$ cat src/rtl/aes_pkg.sv
// Shared constants and types for the inverse AddRoundKey stage.
// HDR_W/BLK_W describe the packet layout {header, state block}; NUM_RK is the
// AES-128 round-key count; rk_state_e tracks key-store readiness.
package aes_pkg;

  localparam int unsigned HDR_W    = 4;
  localparam int unsigned BLK_W    = 128;
  localparam int unsigned PKT_W    = HDR_W + BLK_W;
  localparam int unsigned NUM_RK   = 11;
  localparam int unsigned RK_IDX_W = 4;

  typedef enum logic [1:0] {
    EMPTY   = 2'd0,
    LOADING = 2'd1,
    ACTIVE  = 2'd2
  } rk_state_e;

endpackage

$ cat src/rtl/round_key_buf.sv
// Round-key storage with a per-entry written mask.
// Ports:
//   clk, n_rst     clock, asynchronous active-low reset (clears the mask only)
//   i_wr_en        write strobe (already qualified by the caller)
//   i_wr_idx       entry written; indices >= NUM_RK are ignored
//   i_wr_data      key value written
//   i_clear        invalidate all entries; wins over a same-cycle write
//   i_rd_idx       combinational read index
//   o_rd_data      key at i_rd_idx (zero when out of range)
//   o_mask         one bit per entry, set once that entry has been written
module round_key_buf #(
  parameter int unsigned NUM_RK = aes_pkg::NUM_RK,
  parameter int unsigned IDX_W  = aes_pkg::RK_IDX_W
) (
  input  logic                      clk,
  input  logic                      n_rst,
  input  logic                      i_wr_en,
  input  logic [IDX_W-1:0]          i_wr_idx,
  input  logic [aes_pkg::BLK_W-1:0] i_wr_data,
  input  logic                      i_clear,
  input  logic [IDX_W-1:0]          i_rd_idx,
  output logic [aes_pkg::BLK_W-1:0] o_rd_data,
  output logic [NUM_RK-1:0]         o_mask
);
  import aes_pkg::*;

  localparam logic [IDX_W-1:0] LastIdx = IDX_W'(NUM_RK - 1);

  logic [BLK_W-1:0]  r_keys [NUM_RK];
  logic [NUM_RK-1:0] r_mask;
  logic [NUM_RK-1:0] w_mask_d;
  logic              w_wr;

  assign w_wr = i_wr_en && !i_clear && (i_wr_idx <= LastIdx);

  always_comb begin
    w_mask_d = r_mask;
    if (i_clear) begin
      w_mask_d = '0;
    end else if (w_wr) begin
      w_mask_d[i_wr_idx] = 1'b1;
    end
  end

  always_ff @(posedge clk or negedge n_rst) begin
    if (!n_rst) begin
      r_mask <= '0;
    end else begin
      r_mask <= w_mask_d;
    end
  end

  // Key contents are only meaningful once the mask marks them, so no reset.
  always_ff @(posedge clk) begin
    if (w_wr) begin
      r_keys[i_wr_idx] <= i_wr_data;
    end
  end

  assign o_rd_data = (i_rd_idx <= LastIdx) ? r_keys[i_rd_idx] : '0;
  assign o_mask    = r_mask;

endmodule

$ cat src/rtl/inv_add_round_key.sv
// Inverse AddRoundKey pipeline stage with its own round-key store.
// Keys are loaded first (EMPTY -> LOADING -> ACTIVE); packets are then
// XORed with key[NUM_RK-1 - in_round] and registered with one-cycle latency.
// Ports:
//   clk, n_rst                      clock, asynchronous active-low reset
//   key_wr_en/key_wr_idx/key_in     round-key write port
//   key_clear                       drop all keys and any pending result
//   in_valid/in_ready/in_round/data_in   packet input handshake
//   out_valid/out_ready/data_out    result output handshake
//   keys_ready                      all keys loaded (ACTIVE)
//   err                             one-cycle pulse on a dropped packet
module inv_add_round_key #(
  parameter int unsigned NUM_RK = aes_pkg::NUM_RK,
  parameter int unsigned PKT_W  = aes_pkg::PKT_W
) (
  input  logic                      clk,
  input  logic                      n_rst,
  input  logic                      key_wr_en,
  input  logic [3:0]                key_wr_idx,
  input  logic [aes_pkg::BLK_W-1:0] key_in,
  input  logic                      key_clear,
  input  logic                      in_valid,
  output logic                      in_ready,
  input  logic [3:0]                in_round,
  input  logic [PKT_W-1:0]          data_in,
  output logic                      out_valid,
  input  logic                      out_ready,
  output logic [PKT_W-1:0]          data_out,
  output logic                      keys_ready,
  output logic                      err
);
  import aes_pkg::*;

  localparam logic [3:0] LastRk = 4'(NUM_RK - 1);

  rk_state_e         r_state;
  rk_state_e         w_state_d;
  logic              r_out_valid;
  logic [PKT_W-1:0]  r_data_out;
  logic              r_err;

  logic [NUM_RK-1:0] w_mask;
  logic [BLK_W-1:0]  w_rk;
  logic [HDR_W-1:0]  w_hdr;
  logic [BLK_W-1:0]  w_blk;
  logic [3:0]        w_rd_idx;
  logic              w_key_wr;
  logic              w_in_ready;
  logic              w_accept;
  logic              w_hdr_nz;
  logic              w_round_ok;
  logic              w_load;
  logic              w_drop;

  // Keys are frozen once ACTIVE; only a clear (or reset) reopens loading.
  assign w_key_wr = key_wr_en && !key_clear && (r_state != ACTIVE) && (key_wr_idx <= LastRk);

  assign w_hdr      = data_in[PKT_W-1 -: HDR_W];
  assign w_blk      = data_in[BLK_W-1:0];
  assign w_hdr_nz   = |w_hdr;
  assign w_round_ok = in_round <= LastRk;
  // Decryption walks the key schedule backwards. Wraps for bad rounds, but
  // such packets are dropped and the buffer returns zero for them anyway.
  assign w_rd_idx   = LastRk - in_round;

  assign w_in_ready = (r_state == ACTIVE) && !key_clear && (!r_out_valid || out_ready);
  assign w_accept   = in_valid && w_in_ready;
  assign w_load     = w_accept && w_hdr_nz && w_round_ok;
  assign w_drop     = w_accept && w_hdr_nz && !w_round_ok;

  round_key_buf #(
    .NUM_RK (NUM_RK),
    .IDX_W  (4)
  ) u_round_key_buf (
    .clk       (clk),
    .n_rst     (n_rst),
    .i_wr_en   (w_key_wr),
    .i_wr_idx  (key_wr_idx),
    .i_wr_data (key_in),
    .i_clear   (key_clear),
    .i_rd_idx  (w_rd_idx),
    .o_rd_data (w_rk),
    .o_mask    (w_mask)
  );

  always_comb begin
    w_state_d = r_state;
    if (key_clear) begin
      w_state_d = EMPTY;
    end else begin
      case (r_state)
        EMPTY:   if (w_key_wr) w_state_d = LOADING;
        // Mask is registered, so ACTIVE lands one cycle after it fills.
        LOADING: if (&w_mask) w_state_d = ACTIVE;
        ACTIVE:  w_state_d = ACTIVE;
        default: w_state_d = EMPTY;
      endcase
    end
  end

  always_ff @(posedge clk or negedge n_rst) begin
    if (!n_rst) begin
      r_state     <= EMPTY;
      r_out_valid <= 1'b0;
      r_data_out  <= '0;
      r_err       <= 1'b0;
    end else begin
      r_state <= w_state_d;
      r_err   <= w_drop;
      if (key_clear) begin
        r_out_valid <= 1'b0;
      end else if (w_load) begin
        r_out_valid <= 1'b1;
      end else if (out_ready) begin
        r_out_valid <= 1'b0;
      end
      if (w_load) begin
        r_data_out <= {w_hdr, w_blk ^ w_rk};
      end
    end
  end

  assign in_ready   = w_in_ready;
  assign out_valid  = r_out_valid;
  assign data_out   = r_data_out;
  assign keys_ready = (r_state == ACTIVE);
  assign err        = r_err;

endmodule
$ cat config.mk
export PLATFORM = sky130hd
export DESIGN_NAME = inv_add_round_key
export DESIGN_NICKNAME = d
export VERILOG_FILES = /design/src/rtl/aes_pkg.sv /design/src/rtl/round_key_buf.sv /design/src/rtl/inv_add_round_key.sv
export SDC_FILE = /design/constraint.sdc
export NUM_CORES = 2
export LEC_CHECK = 0
export BUFFER_PORTS_ARGS = -buffer_cell sky130_fd_sc_hd__buf_2
export CAP_MARGIN = 20
export CORE_MARGIN = 10
export CORE_UTILIZATION = 33
export DETAILED_ROUTE_END_ITERATION = 12
export GPL_ROUTABILITY_DRIVEN = 0
export PLACE_DENSITY = 0.46
export SYNTH_ARGS = -nofsm -noshare
export SYNTH_HDL_FRONTEND = slang
export SYNTH_HIERARCHICAL = 1
export SYNTH_SLANG_ARGS = --single-unit
$ cat constraint.sdc
create_clock -name clk -period 26.7 [get_ports clk]
set_clock_uncertainty 0.15 [all_clocks]
set_input_delay 5.34 -clock clk [delete_from_list [all_inputs] [get_ports clk]]
set_output_delay 5.34 -clock clk [all_outputs]
set_load 0.01 [all_outputs]
---- Yosys cells after proc, flatten, opt, wreduce, memory -nomap -nowiden ----
Memories as Yosys holds them, arrays and structs flattened.
Index checks and enable logic that the tools add are counted.
word-level totals
  latch bits .............................. 0
  bits in writable memories ............... 1408
  memories kept ........................... 1
  output and inout port bits .............. 136
  input port bits ......................... 274
  ROM bits ................................ 0
  register bits ........................... 147
memory list
  memory                  depth  bits a word  rd ports  clocked after memory_dff  write ports  RTL line             RTL
  u_round_key_buf.r_keys  11     128          1         0                         1            round_key_buf.sv:29  logic [BLK_W-1:0] r_keys [NUM_RK];
operators by class
  divide/modulo/power cells ............... 0
  multiply operators ...................... 0
  equality and inequality tests ........... 5
  bitwise gates (word level) .............. 2
  $add $sub $neg .......................... 1
  magnitude comparators ................... 5
  muxes and demuxes ....................... 14
  reductions and logical operators ........ 22
  shifts and indexed selects .............. 0
operators by type and width
  operator                                                               count
  128-bit two-way mux                                                    1
  128-bit XOR                                                            1
  11-bit two-way mux                                                     2
  4-bit less-or-equal comparator, second input constant                  3
  1-bit logical AND                                                      12
  11-bit OR                                                              1
  11-bit AND reduction                                                   1
  1-bit two-way mux                                                      6
  2-bit two-way mux                                                      3
  2-bit one-hot mux with 3 select lines                                  1
  4-bit by 5-bit < comparator with 1-bit output, second input constant   1
  1-bit demux with 4-bit select                                          1
  4-bit by 1-bit >= comparator with 1-bit output, second input constant  1
  4-bit OR reduction                                                     1
  4-bit subtractor, first input constant                                 1
  1-bit logical NOT                                                      3
  3-bit by 2-bit != test with 1-bit output, second input constant        1
  3-bit != test, second input constant                                   1
  3-bit nonzero test                                                     1
  2-bit by 1-bit equality test with 1-bit output, second input constant  1
  2-bit equality test, second input constant                             1
  2-bit logical NOT                                                      1
  2-bit != test, second input constant                                   1
  2-bit AND reduction                                                    1
  other kinds (2)                                                        2

---- Logic depth before layout (Yosys ltp) ----
  depth after elaboration ................. 8
  mapped depth ............................ 11

---- Hierarchy ----
Netlist, hierarchy kept.
by module, submodules not included
  module             times used  cells an instance  sequential area each (um^2)  area each (um^2)
  round_key_buf      1           2668               42555.8                      56606.8
  inv_add_round_key  1           447                3403.3                       6431.2

---- Least setup slack after synthesis ----
No wires, ideal clock.
  path kind ............................... input-to-reg
  start point ............................. in key_wr_idx[1]
  end point ............................... mem u_round_key_buf.r_keys[3][0] (enable)
  path slack .............................. 10.777 ns
  library setup time ...................... 0.772 ns
  arrival ................................. 15.001 ns
  stages on the path ...................... 5
  cells stage by stage .................... a21oi_1 -> o21ai_0 -> nor2_1 -> or3b_2 -> nor3_1
between the ends
  word-level cells in the longest chain between the ends .. 6
ends and longest elaborated chain
  what                                     RTL line                 RTL
  start: declaration                       inv_add_round_key.sv:19  input logic [3:0] key_wr_idx,
  4-bit less-or-equal comparator           inv_add_round_key.sv:56  assign w_key_wr = key_wr_en && !key_clear && (r_state != ACTIVE) && (key_wr_idx <= LastRk);
  1-bit logical AND                        inv_add_round_key.sv:56
  named net w_key_wr                       inv_add_round_key.sv:47  logic w_key_wr;
  1-bit logical AND (2 in a row)           round_key_buf.sv:34      assign w_wr = i_wr_en && !i_clear && (i_wr_idx <= LastIdx);
  1-bit two-way mux                        round_key_buf.sv:55      if (w_wr) begin
  1-bit two-way mux (not written as such)  round_key_buf.sv:56      r_keys[i_wr_idx] <= i_wr_data;
  end: declaration                         round_key_buf.sv:29
The timed path passes the listed nets, and every way through them passes these cells.

---- Final worst setup path ----
  start point ............................. in key_clear
  end point ............................... out in_ready
between the ends
  word-level cells in the longest chain between the ends .. 3
ends and longest elaborated chain
  what                            RTL line                 RTL
  start: declaration              inv_add_round_key.sv:21  input logic key_clear,
  1-bit logical NOT               inv_add_round_key.sv:66  assign w_in_ready = (r_state == ACTIVE) && !key_clear && (!r_out_valid || out_ready);
  1-bit logical AND (2 in a row)  inv_add_round_key.sv:66
  end: declaration                inv_add_round_key.sv:23  output logic in_ready,
Every way passes these cells.

==> metrics.txt <==
# TYPE chip_impl_metric gauge
chip_impl_info{name="most_used_flip_flop_cell_after_synthesis",value="sky130_fd_sc_hd__edfxtp_1"} 1
chip_impl_metric{name="layout_worst_path_cycle_share",unit="%"} 43.8
chip_impl_metric{name="die_height",unit="um"} 457
chip_impl_metric{name="min_period",unit="ns"} 11.69
chip_impl_metric{name="postCtsResizedCells",unit=""} 0
chip_impl_info{name="worst-setup-path-type",value="input pin to output pin"} 1
chip_impl_metric{name="grt_start_max_net_pins",unit=""} 114
chip_impl_metric{name="dp_worst_setup_slack",unit="ns"} 14.99
chip_impl_metric{name="ios",unit=""} 410
chip_impl_metric{name="critical_path_required",unit="ns"} 21.21
chip_impl_metric{name="slew_viol_final",unit=""} 0
chip_impl_metric{name="detail_route.drc_violations",unit=""} 0
chip_impl_metric{name="synth_edf_count",unit=""} 1408
chip_impl_metric{name="synth-compound-area-share",unit="%"} 5.15
chip_impl_metric{name="post_synth_and_or_nand_nor_area_fraction",unit="%"} 1.79
chip_impl_info{name="outcome",value="finished, final reports clean"} 1
chip_impl_metric{name="number_of_routed_nets_with_antenna_violations",unit=""} 0
chip_impl_metric{name="dpl.cell_count",unit=""} 5922
chip_impl_info{name="critical_path.slowest_cell",value="sky130_fd_sc_hd__buf_2"} 1
chip_impl_metric{name="post_cts_hold_buffer_count",unit=""} 0
chip_impl_info{name="root_buffer",value="sky130_fd_sc_hd__clkbuf_16"} 1
chip_impl_info{name="setup.worst_path.start_class",value="input pin"} 1
chip_impl_metric{name="global_route.overflow_total",unit=""} 0
chip_impl_info{name="timing.critical_path.to_type",value="output pin"} 1
chip_impl_info{name="clock_tree_from_tritoncts",value="done"} 1
chip_impl_metric{name="grt_pass1_wl",unit="um"} 239000
chip_impl_metric{name="multiInputGateArea",unit="um^2"} 16100
chip_impl_metric{name="max_stage_delay",unit="ns"} 0.39
chip_impl_metric{name="htree_levels",unit=""} 4
chip_impl_metric{name="final_hold_viol_count",unit=""} 0
chip_impl_metric{name="leakage",unit="uW"} 0.0256
chip_impl_metric{name="register_clock_pin_slew_on_the_reported_worst_setup_and_hold_paths",unit="ns"} 0.06
chip_impl_metric{name="proportion_of_register_bits_with_asynchronous_set_or_reset_after_synthesis",unit="%"} 9.45
chip_impl_info{name="hp-class",value="flop to flop"} 1
chip_impl_metric{name="cts_buffer_depth",unit=""} 3
chip_impl_metric{name="buffer_ports.inserted",unit=""} 409
chip_impl_metric{name="muxShareOfSynthArea",unit="%"} 16.4
chip_impl_metric{name="layout_stage_area_growth_over_the_synthesis_result",unit="%"} 16.4
chip_impl_metric{name="num_rows",unit=""} 160
chip_impl_metric{name="final_routed_wire_length_divided_by_cell_count",unit="um"} 26.4
chip_impl_metric{name="drv.max_cap_violation_count",unit=""} 0
chip_impl_metric{name="synth_adder_area_share",unit="%"} 0.119
chip_impl_metric{name="yosysSeqAreaShare",unit="%"} 72.9
chip_impl_metric{name="firstDrtPassIters",unit=""} 5
chip_impl_metric{name="first_global_vias",unit=""} 32983
chip_impl_metric{name="fp.dieW",unit="um"} 457
chip_impl_metric{name="worst_slew_margin_rel",unit="%"} 14.3
chip_impl_metric{name="drive_above_1_share",unit="%"} 38.3
chip_impl_metric{name="number_of_drc_violations_after_detailed_routing_iteration_0",unit=""} 1821
chip_impl_metric{name="final-setup-viol-count",unit=""} 0
chip_impl_metric{name="worstPathArrival",unit="ns"} 6.20
chip_impl_metric{name="tritoncts_num_sinks",unit=""} 1555
chip_impl_metric{name="vias_per_cell",unit=""} 4.95
chip_impl_metric{name="netlist-cell-type-count",unit=""} 43
chip_impl_metric{name="flop_to_flop_setup_slack",unit="ns"} 22.12
chip_impl_metric{name="max-vdd-ir-drop",unit="uV"} 54.1
chip_impl_metric{name="synth-warning-count",unit=""} 6
chip_impl_metric{name="final_critical_path_setup_slack",unit="ns"} 15.01
chip_impl_metric{name="placeableCoreArea",unit="um^2"} 190000
chip_impl_metric{name="r2r.worst_path.cells",unit=""} 9
chip_impl_info{name="combinational_family_with_the_most_area_after_synthesis",value="multiplexers"} 1
chip_impl_metric{name="grt_antenna_before_repair",unit=""} 53
chip_impl_metric{name="wl",unit="um"} 165000
chip_impl_info{name="path_cells",value="buf_2 -> and3b_1 -> buf_2"} 1
chip_impl_metric{name="dpl-instance-area",unit="um^2"} 67900
chip_impl_metric{name="final_cells",unit=""} 6253
chip_impl_metric{name="postSynthNetCount",unit=""} 3395
chip_impl_metric{name="syn-cell-area",unit="um^2"} 63000
chip_impl_metric{name="setup_fix_buffers_added_after_clock_tree_synthesis",unit=""} 0
chip_impl_metric{name="crit_cells",unit=""} 3
chip_impl_metric{name="critical_path_peak_fanout",unit=""} 25
chip_impl_metric{name="synth_seq_cells",unit=""} 1555
chip_impl_metric{name="design_area",unit="um^2"} 73400
chip_impl_info{name="cp_top_family",value="buffers and inverters"} 1
chip_impl_metric{name="clock_insertion_delay_worst_skew",unit="ns"} 0.81
chip_impl_metric{name="gr-usage-all-layers",unit="%"} 15.5
chip_impl_metric{name="dieArea",unit="um^2"} 209000
chip_impl_metric{name="fmaxAchievable",unit="GHz"} 0.0856
chip_impl_metric{name="ff_latch_area",unit="um^2"} 46000
chip_impl_metric{name="floorplan.initialDensity",unit="%"} 33.2
chip_impl_metric{name="layout.nets",unit=""} 3867
chip_impl_metric{name="setup-tns-final",unit="ns"} 0
chip_impl_metric{name="cts-buffers-inserted",unit=""} 174
chip_impl_metric{name="dp.final_hpwl",unit="um"} 86600
chip_impl_metric{name="number_of_filler_cells_placed_in_the_layout",unit=""} 17309
chip_impl_metric{name="power_density",unit="nW/um^2"} 77.6
chip_impl_metric{name="vias",unit=""} 30947
chip_impl_metric{name="tightestPinTransition",unit="ns"} 1.29
chip_impl_metric{name="syn_inst",unit=""} 3115
chip_impl_info{name="rsz_0062_raised_after_global_routing",value="false"} 1
chip_impl_metric{name="whs_path_depth",unit=""} 1
chip_impl_metric{name="critical_path.n_buffers_inverters",unit=""} 2
chip_impl_info{name="cp_common_cell",value="sky130_fd_sc_hd__buf_2"} 1
chip_impl_metric{name="syn-mean-instance-area",unit="um^2"} 20.2
chip_impl_metric{name="post_synth_xor_area_fraction",unit="%"} 1.81
==> state kept, by name, indices dropped and copies added (netlist names) <==
signal,cells
u_round_key_buf/r_keys,1408
data_out,132
u_round_key_buf/o_mask,11
r_state,2
err,1
out_valid,1
==> routing by layer <==
layer / GRT usage (%) / vias to the layer above / part of all wire, %
met4: 4.59 / 30 / 2.6
met2: 25.6 / 589 / 48
met5: 0 / - / 0.12
li1: - / 13628 / -
met1: 20.5 / 16433 / 45
met3: 3.25 / 267 / 4.0
==> cell usage in the layout (no fill, tap or decap), drive strengths merged, types with 3 or more instances in the layout <==
| cell type | synthesis | final |
|---|---|---|
| bufinv | 0 | 7 |
| ha | 6 | 6 |
| nor3 | 5 | 5 |
| a21oi | 14 | 14 |
| xor2 | 130 | 130 |
| nor2 | 21 | 21 |
| inv | 4 | 11 |
| mux2i | 130 | 130 |
| mux4 | 128 | 128 |
| nand4 | 3 | 3 |
| edfxtp | 1408 | 1408 |
| clkinv | 0 | 51 |
| nand2 | 3 | 3 |
| dfrtp | 147 | 147 |
| a221oi | 202 | 202 |
| mux2 | 516 | 516 |
| clkbuf | 57 | 255 |
| diode | 0 | 10 |
| o32ai | 27 | 27 |
| nand2b | 108 | 108 |
| and3b | 3 | 3 |
| buf | 128 | 480 |
| o22ai | 27 | 27 |
| nor2b | 33 | 33 |
==> final cells by class <==
class / instances / share of cell area, %
antenna: 10 / 0.0341
clock buffer: 254 / 6.60
clock inverter: 67 / 0.836
inverter: 4 / 0.0205
multi-input combinational: 1371 / 21.9
sequential: 1555 / 62.6
tap: 2511 / 4.28
timing repair buffer: 481 / 3.67
==> Yosys cell counts, types with 2 or more instances <==
master | n | area (um^2)
sky130_fd_sc_hd__edfxtp_1 | 1408 | 42300
sky130_fd_sc_hd__mux2_2 | 314 | 3540
sky130_fd_sc_hd__a221oi_2 | 155 | 2330
sky130_fd_sc_hd__dfrtp_1 | 147 | 3680
sky130_fd_sc_hd__mux2i_1 | 130 | 1300
sky130_fd_sc_hd__xor2_1 | 130 | 1140
sky130_fd_sc_hd__mux4_2 | 128 | 2880
sky130_fd_sc_hd__mux2_1 | 108 | 1220
sky130_fd_sc_hd__nand2b_1 | 108 | 676
sky130_fd_sc_hd__mux2_4 | 94 | 1410
sky130_fd_sc_hd__buf_2 | 59 | 295
sky130_fd_sc_hd__clkbuf_1 | 54 | 203
sky130_fd_sc_hd__a221oi_1 | 47 | 412
sky130_fd_sc_hd__buf_4 | 41 | 308
sky130_fd_sc_hd__nor2b_1 | 33 | 206
sky130_fd_sc_hd__o22ai_1 | 27 | 169
sky130_fd_sc_hd__o32ai_1 | 27 | 236
sky130_fd_sc_hd__buf_6 | 24 | 270
sky130_fd_sc_hd__nor2_1 | 21 | 78.8
sky130_fd_sc_hd__a21oi_1 | 13 | 65.1
sky130_fd_sc_hd__ha_1 | 6 | 75.1
sky130_fd_sc_hd__nor3_1 | 5 | 25.0
sky130_fd_sc_hd__inv_1 | 4 | 15.0
sky130_fd_sc_hd__and3b_1 | 3 | 26.3
sky130_fd_sc_hd__buf_1 | 3 | 11.3
sky130_fd_sc_hd__clkbuf_4 | 3 | 22.5
sky130_fd_sc_hd__nand2_1 | 3 | 11.3
sky130_fd_sc_hd__a31oi_1 | 2 | 12.5
sky130_fd_sc_hd__nand3_1 | 2 | 10.0
sky130_fd_sc_hd__nand3b_1 | 2 | 15.0
sky130_fd_sc_hd__nand4_1 | 2 | 12.5
==> per-stage QoR <==
stage | total power, uW | hold WS [ns] | util, %
after floorplan | 3200 | 0.312 | -
after global placement | 3460 | 0.318 | 35.7
after detailed placement | 3470 | 0.325 | 35.7
after CTS | 5790 | 0.339 | 38.6
after global routing | 5930 | 0.353 | 38.6
final | 5690 | 0.332 | 38.6
==> path summary, 6_finish.rpt <==
path / startpoint / to
max reg2reg: r_state[0] / u_round_key_buf/r_keys[0][67]
max: key_clear / in_ready
min reg2reg: data_out[71] / data_out[71]
min: data_out[71] / data_out[71]
min in group asynchronous: n_rst / data_out[106]
max in group asynchronous: n_rst / data_out[39]
==> cells by family (layout without fill, tap and decap cells) <==
family / Yosys count / in the layout
muxes: 774 / 774
xor gates and xnor gates: 130 / 130
other: 0 / 10
DFF: 1555 / 1555
adders and majority gates: 6 / 6
AOI/OAI and AO/OA: 275 / 275
and+or+nand+nor: 186 / 186
buffers and inverters: 189 / 806
==> power breakdown <==
| group | total, uW | switching [uW] | internal, uW |
|---|---|---|---|
| registers | 2780 | 41.2 | 2740 |
| logic | 616 | 356 | 260 |
| clock network | 2300 | 968 | 1330 |
| total | 5690 | 1370 | 4330 |
Note: power is estimated with default switching activity, not from simulation.
